## config.mk

```make
export PLATFORM = sky130hd
export DESIGN_NAME = move_input_ctrl
export DESIGN_NICKNAME = d
export VERILOG_FILES = /design/src/rtl/ee354_2048_pkg.sv /design/src/rtl/move_input_ctrl_btn_debounce.sv /design/src/rtl/move_input_ctrl.sv
export SDC_FILE = /design/constraint.sdc
export NUM_CORES = 1
export LEC_CHECK = 0
export CORE_AREA = 2 2 109 111
export DETAILED_ROUTE_END_ITERATION = 10
export DIE_AREA = 0 0 111 113
export PLACE_DENSITY = 0.67
export SETUP_SLACK_MARGIN = 0.05
export SLEW_MARGIN = 25
export SYNTH_ARGS = -nofsm -noshare
export SYNTH_HDL_FRONTEND = slang
export SYNTH_SLANG_ARGS = --single-unit
export TNS_END_PERCENT = 20
```

## constraint.sdc

```tcl
create_clock -name Clk -period 3.7 [get_ports Clk]
set_input_delay 0.555 -clock Clk [delete_from_list [all_inputs] [get_ports Clk]]
set_output_delay 0.555 -clock Clk [all_outputs]
set_load 0.02 [all_outputs]
```

## src/rtl/ee354_2048_pkg.sv

```systemverilog
// Shared encodings for the 2048 controller: move directions and debounce FSM states.
package ee354_2048_pkg;

  localparam logic [1:0] DIR_UP    = 2'd0;
  localparam logic [1:0] DIR_DOWN  = 2'd1;
  localparam logic [1:0] DIR_LEFT  = 2'd2;
  localparam logic [1:0] DIR_RIGHT = 2'd3;

  typedef enum logic [1:0] {
    DB_IDLE            = 2'd0,
    DB_CONFIRM_PRESS   = 2'd1,
    DB_PRESSED         = 2'd2,
    DB_CONFIRM_RELEASE = 2'd3
  } db_state_e;

endpackage

```

## src/rtl/move_input_ctrl_btn_debounce.sv

```systemverilog
// One push-button: 2-flop synchronizer followed by a press/release debounce FSM
// that emits a single registered press_evt per confirmed press.
module btn_debounce
  import ee354_2048_pkg::*;
#(
  parameter int DEBOUNCE_CYCLES = 1000000
) (
  input  logic Clk,
  input  logic Reset,
  input  logic raw,
  output logic press_evt
);

  localparam int CNT_W = $clog2(DEBOUNCE_CYCLES + 1);
  localparam logic [CNT_W-1:0] CNT_LAST = CNT_W'(DEBOUNCE_CYCLES - 1);

  logic             sync_p0;
  logic             sync_p1;
  db_state_e        state_q;
  db_state_e        state_d;
  logic [CNT_W-1:0] cnt_q;
  logic [CNT_W-1:0] cnt_d;
  logic             evt_d;

  // Stage p0/p1: metastability synchronizer, then FSM state and event register
  always_ff @(posedge Clk or posedge Reset) begin
    if (Reset) begin
      sync_p0   <= 1'b0;
      sync_p1   <= 1'b0;
      state_q   <= DB_IDLE;
      cnt_q     <= '0;
      press_evt <= 1'b0;
    end else begin
      sync_p0   <= raw;
      sync_p1   <= sync_p0;
      state_q   <= state_d;
      cnt_q     <= cnt_d;
      press_evt <= evt_d;
    end
  end

  always_comb begin
    state_d = state_q;
    cnt_d   = cnt_q;
    evt_d   = 1'b0;
    unique case (state_q)
      DB_IDLE: begin
        if (sync_p1) begin
          state_d = DB_CONFIRM_PRESS;
          cnt_d   = '0;
        end
      end
      DB_CONFIRM_PRESS: begin
        if (!sync_p1) begin
          state_d = DB_IDLE;
        end else if (cnt_q == CNT_LAST) begin
          state_d = DB_PRESSED;
          evt_d   = 1'b1;
        end else begin
          cnt_d = cnt_q + CNT_W'(1);
        end
      end
      DB_PRESSED: begin
        if (!sync_p1) begin
          state_d = DB_CONFIRM_RELEASE;
          cnt_d   = '0;
        end
      end
      DB_CONFIRM_RELEASE: begin
        if (sync_p1) begin
          state_d = DB_PRESSED;
        end else if (cnt_q == CNT_LAST) begin
          state_d = DB_IDLE;
        end else begin
          cnt_d = cnt_q + CNT_W'(1);
        end
      end
      default: begin
        state_d = DB_IDLE;
        cnt_d   = '0;
      end
    endcase
  end

endmodule

```

## src/rtl/move_input_ctrl.sv

```systemverilog
// Direction producer for the 2048 game FSM: debounced buttons feed a one-deep
// move holding register that is released as a one-hot pulse when ready is high.
module move_input_ctrl
  import ee354_2048_pkg::*;
#(
  parameter int DEBOUNCE_CYCLES = 1000000
) (
  input  logic Clk,
  input  logic Reset,
  input  logic btnU,
  input  logic btnD,
  input  logic btnL,
  input  logic btnR,
  input  logic ready,
  output logic up,
  output logic down,
  output logic left,
  output logic right,
  output logic pending,
  output logic dropped
);

  logic [3:0] evt_p0;
  logic       pending_p1;
  logic [1:0] dir_p1;
  logic [3:0] move_p2;
  logic       dropped_p2;

  logic       any_evt;
  logic [1:0] sel_dir;
  logic       slot_free;
  logic       store;
  logic       pending_d;
  logic [1:0] dir_d;
  logic [3:0] move_d;
  logic       dropped_d;

  function automatic logic [1:0] prio_dir(input logic [3:0] e);
    if (e[DIR_UP])        return DIR_UP;
    else if (e[DIR_DOWN]) return DIR_DOWN;
    else if (e[DIR_LEFT]) return DIR_LEFT;
    else                  return DIR_RIGHT;
  endfunction

  function automatic logic [3:0] dir_onehot(input logic [1:0] d);
    return 4'b0001 << d;
  endfunction

  btn_debounce #(.DEBOUNCE_CYCLES(DEBOUNCE_CYCLES)) u_db_up (
    .Clk(Clk), .Reset(Reset), .raw(btnU), .press_evt(evt_p0[DIR_UP])
  );
  btn_debounce #(.DEBOUNCE_CYCLES(DEBOUNCE_CYCLES)) u_db_down (
    .Clk(Clk), .Reset(Reset), .raw(btnD), .press_evt(evt_p0[DIR_DOWN])
  );
  btn_debounce #(.DEBOUNCE_CYCLES(DEBOUNCE_CYCLES)) u_db_left (
    .Clk(Clk), .Reset(Reset), .raw(btnL), .press_evt(evt_p0[DIR_LEFT])
  );
  btn_debounce #(.DEBOUNCE_CYCLES(DEBOUNCE_CYCLES)) u_db_right (
    .Clk(Clk), .Reset(Reset), .raw(btnR), .press_evt(evt_p0[DIR_RIGHT])
  );

  // A slot being issued this cycle may be refilled in the same cycle
  always_comb begin
    any_evt   = |evt_p0;
    sel_dir   = prio_dir(evt_p0);
    slot_free = !pending_p1 || ready;
    store     = any_evt && slot_free;
    dropped_d = any_evt && (!slot_free || ((evt_p0 & ~dir_onehot(sel_dir)) != 4'b0000));
    pending_d = store || (pending_p1 && !ready);
    dir_d     = store ? sel_dir : dir_p1;
    move_d    = (pending_p1 && ready) ? dir_onehot(dir_p1) : 4'b0000;
  end

  // Stage p1/p2: holding register and registered output pulses
  always_ff @(posedge Clk or posedge Reset) begin
    if (Reset) begin
      pending_p1 <= 1'b0;
      move_p2    <= 4'b0000;
      dropped_p2 <= 1'b0;
    end else begin
      pending_p1 <= pending_d;
      move_p2    <= move_d;
      dropped_p2 <= dropped_d;
    end
  end

  always_ff @(posedge Clk) begin
    dir_p1 <= dir_d;
  end

  assign up      = move_p2[DIR_UP];
  assign down    = move_p2[DIR_DOWN];
  assign left    = move_p2[DIR_LEFT];
  assign right   = move_p2[DIR_RIGHT];
  assign pending = pending_p1;
  assign dropped = dropped_p2;

endmodule

```

==> reports/metrics.yaml <==
status:
  outcome: "complete, no violations"
cts:
  root_buffer: "clkbuf_16"
  postCtsResizedCells: 0
  cts_htree_levels: 3
  cts_tree: "done"
  cts_max_path_buffers: 2
  cts.clk_slew.worst_paths_ns: 0.07
  cts_hold_buf: 0
  cts_buffers: 9
  clock_latency_ns: 0.36
  clock-sinks: 108
  post-cts-setup-buffers: 0
detailed_routing:
  dr.pass1.iters: 4
  route.detailed.drc: 0
  ant_nets: 0
  drt-vias-per-instance: 5.837
  dr_total_vias: 4325
  postRouteWirelength_um: 10730
  drt-wirelength-per-cell_um: 14.47
  drt_iter0_markers: 335
hold_path:
  hp-class: "reg2reg"
global_route:
  grt_pass1_vias: 4156
  antenna_found_initial: 0
  grt_max_degree: 60
  track_usage_pct: 18.39
  grt-ovfl-total: 0
  grt_pass1_wl_um: 19030
timing:
  tightest_slew_ns: 0.9278
  finalCritPeriodShare_pct: 60.28
  finalCriticalPeriod_ns: 2.230
  maxSlewHeadroom_pct: 37.57
  skew_ns: 0.007924
  max_freq_ghz: 0.4484
  setup_viol: 0
  drv_slew: 0
  rsz0062_at_grt: "false"
  worst_hold_slack_ns: 0.3487
  hold_viol: 0
  setup_tns_ns: 0
logic_synthesis:
  yosys.cell_types.count: 56
  yosysWarningCount: 0
  ys_seq_area_share_pct: 48.93
  syn_area_per_cell_um2: 9.429
  syn_area_mm2: 0.005544
  synth_seq_cells: 108
  ys.flop_type: "dfrtp_1"
  synth_nets: 599
  syn_inst: 588
  synth_edf_count: 2
  async_reset_ff_share_pct: 98.15
cells_and_area:
  drive_gt1_share_pct: 6.856
  final_cell_mix: "dfrtp_1, nand2_1, nor2_1"
  fin_area_mm2: 0.006103
  finalCoreUtilization_pct: 54.15
  nNetsFinal: 605
  n_antenna_cell: 0
  syn_to_final_growth_pct: 10.09
  final_common_cell: "dfrtp_1"
worst_setup_path:
  crit_type: "reg2reg"
  cp.required_ns: 3.94
  path_cells: "nand4_1 > nor3_1 > and2_1 > mux2_2 > a22o_1"
  worstPathArrival_ns: 2.47
  max_stage_delay_ns: 0.64
  critPathSlowestCell: "nor3_1"
  start_kind: "register"
  cp_num_buf_inv: 0
  critical_path.top_delay_family: "simple AND/OR/NAND/NOR gates"
  cp-end-kind: "register"
  path_max_fanout: 6
power_and_ir_drop:
  power_density_mw_per_mm2: 366.2
  leakage_uw: 0.002613
  ir_drop_mv: 0.2545
floorplan:
  start_util_pct: 49.18
  die_w_um: 111
  die_h_um: 113
  io_pins: 13
  dieArea_mm2: 0.01254
  placementRows: 39
  coreArea_mm2: 0.01127
placement:
  place_area_mm2: 0.005826
  io_buffers: 12
  gp_congestion: 0.7958
  hpwl_um: 7115
flow_run:
  drv_cap: 0
[area by class of cell]
class	instances	area, um^2
clock buffers	10	229.0
clock inverters	5	30.03
inverters	11	43.79
fillers	1018	5169
well taps	143	178.9
repair buffers	17	170.2
multi-input cells	447	2739
flip-flops and latches	108	2713
[through the flow]
stage	setup slack (ns)	total power, uW	std cells
final	1.470	2235	741
after global routing	1.306	2331	741
after CTS	1.468	2268	741
after detailed placement	1.489	1391	726
after global placement	1.561	1384	726
after floorplan	0.3561	1349	588
[Yosys cell counts (all sizes together), types with 2 or more instances]
master	n	area, um^2
a211oi	3	22.52
and2	4	25.02
nand2	65	244.0
nor2	65	244.0
xor2	20	175.2
and4	3	26.28
nor3	15	86.34
clkbuf	19	71.32
nor4	12	90.09
ha	4	50.05
a31oi	7	43.79
nand3	57	295.3
mux2	10	112.6
a21o	4	30.03
nor4b	5	43.79
nand4b	2	17.52
edfxtp	2	60.06
nor4bb	3	30.03
a41oi	3	26.28
inv	11	41.29
xnor2	7	61.31
or3	4	25.02
dfrtp	106	2653
nand2b	3	18.77
o41ai	2	17.52
or4b	2	20.02
o211ai	7	52.55
o31ai	5	37.54
or4	4	33.78
nor3b	6	45.04
buf	3	13.76
a22o	9	78.83
a41o	2	20.02
nor2b	6	37.54
and3	13	81.33
o21ai	28	140.1
nand4	19	118.9
a21oi	21	105.1
o21a	3	22.52
mux2i	15	150.1
[kinds of logic after synthesis]
kind of cell / count (synthesis) / synth area share, %
adder cells (fa/ha/maj): 4 / 0.9028
multiplexers: 25 / 4.739
AND/OR/NAND/NOR: 291 / 27.22
AO/OA/AOI/OAI: 100 / 11.67
flip-flops: 108 / 48.93
XOR/XNOR: 27 / 4.265
buffers and inverters: 33 / 2.279
[routing by layer]
metal  wire length [um]  vias to the layer above  global-route usage (%)
li1                   -                     2155                       -
met5                  0                        -                       0
met4                174                        0                   7.500
met3                418                       12                   4.981
met1               5150                     2096                   23.98
met2               4981                       62                   29.41
[power breakdown]
group | internal, uW | switching [uW] | total [uW]
combinational | 43.2 | 75.5 | 119
clock | 449 | 419 | 868
sequential | 1210 | 39.6 | 1250
total | 1700 | 534 | 2230
[path summary, 6_finish.rpt]
kind	to	depth (start not counted)	slack, ns	start
max in group asynchronous	u_db_right.cnt_q[8]	3	2.30	Reset
min	u_db_left.sync_p1	0	0.35	u_db_left.sync_p0
max reg2reg	u_db_left.cnt_q[15]	5	1.47	u_db_left.cnt_q[3]
min reg2reg	u_db_left.sync_p1	0	0.35	u_db_left.sync_p0
min in group asynchronous	u_db_up.sync_p0	2	0.68	Reset
max	u_db_left.cnt_q[15]	5	1.47	u_db_left.cnt_q[3]
[state kept, by name, summed over array words and instances, names as in the netlist, 2 cells and up, named ones only]
| register | count |
|---|---|
| dir_p1 | 2 |
| move_p2 | 4 |
| u_db_down.cnt_q | 20 |
| u_db_right.cnt_q | 20 |
| u_db_left.cnt_q | 20 |
| u_db_up.cnt_q | 20 |
[worst reg2reg max path, cell delays in order (launching register included)]
cell	delay (ns)
dfrtp_1	0.43
nand4_1	0.25
nor3_1	0.64
and2_1	0.28
mux2_2	0.34
a22o_1	0.18
Power figures use the tool's default switching activity.
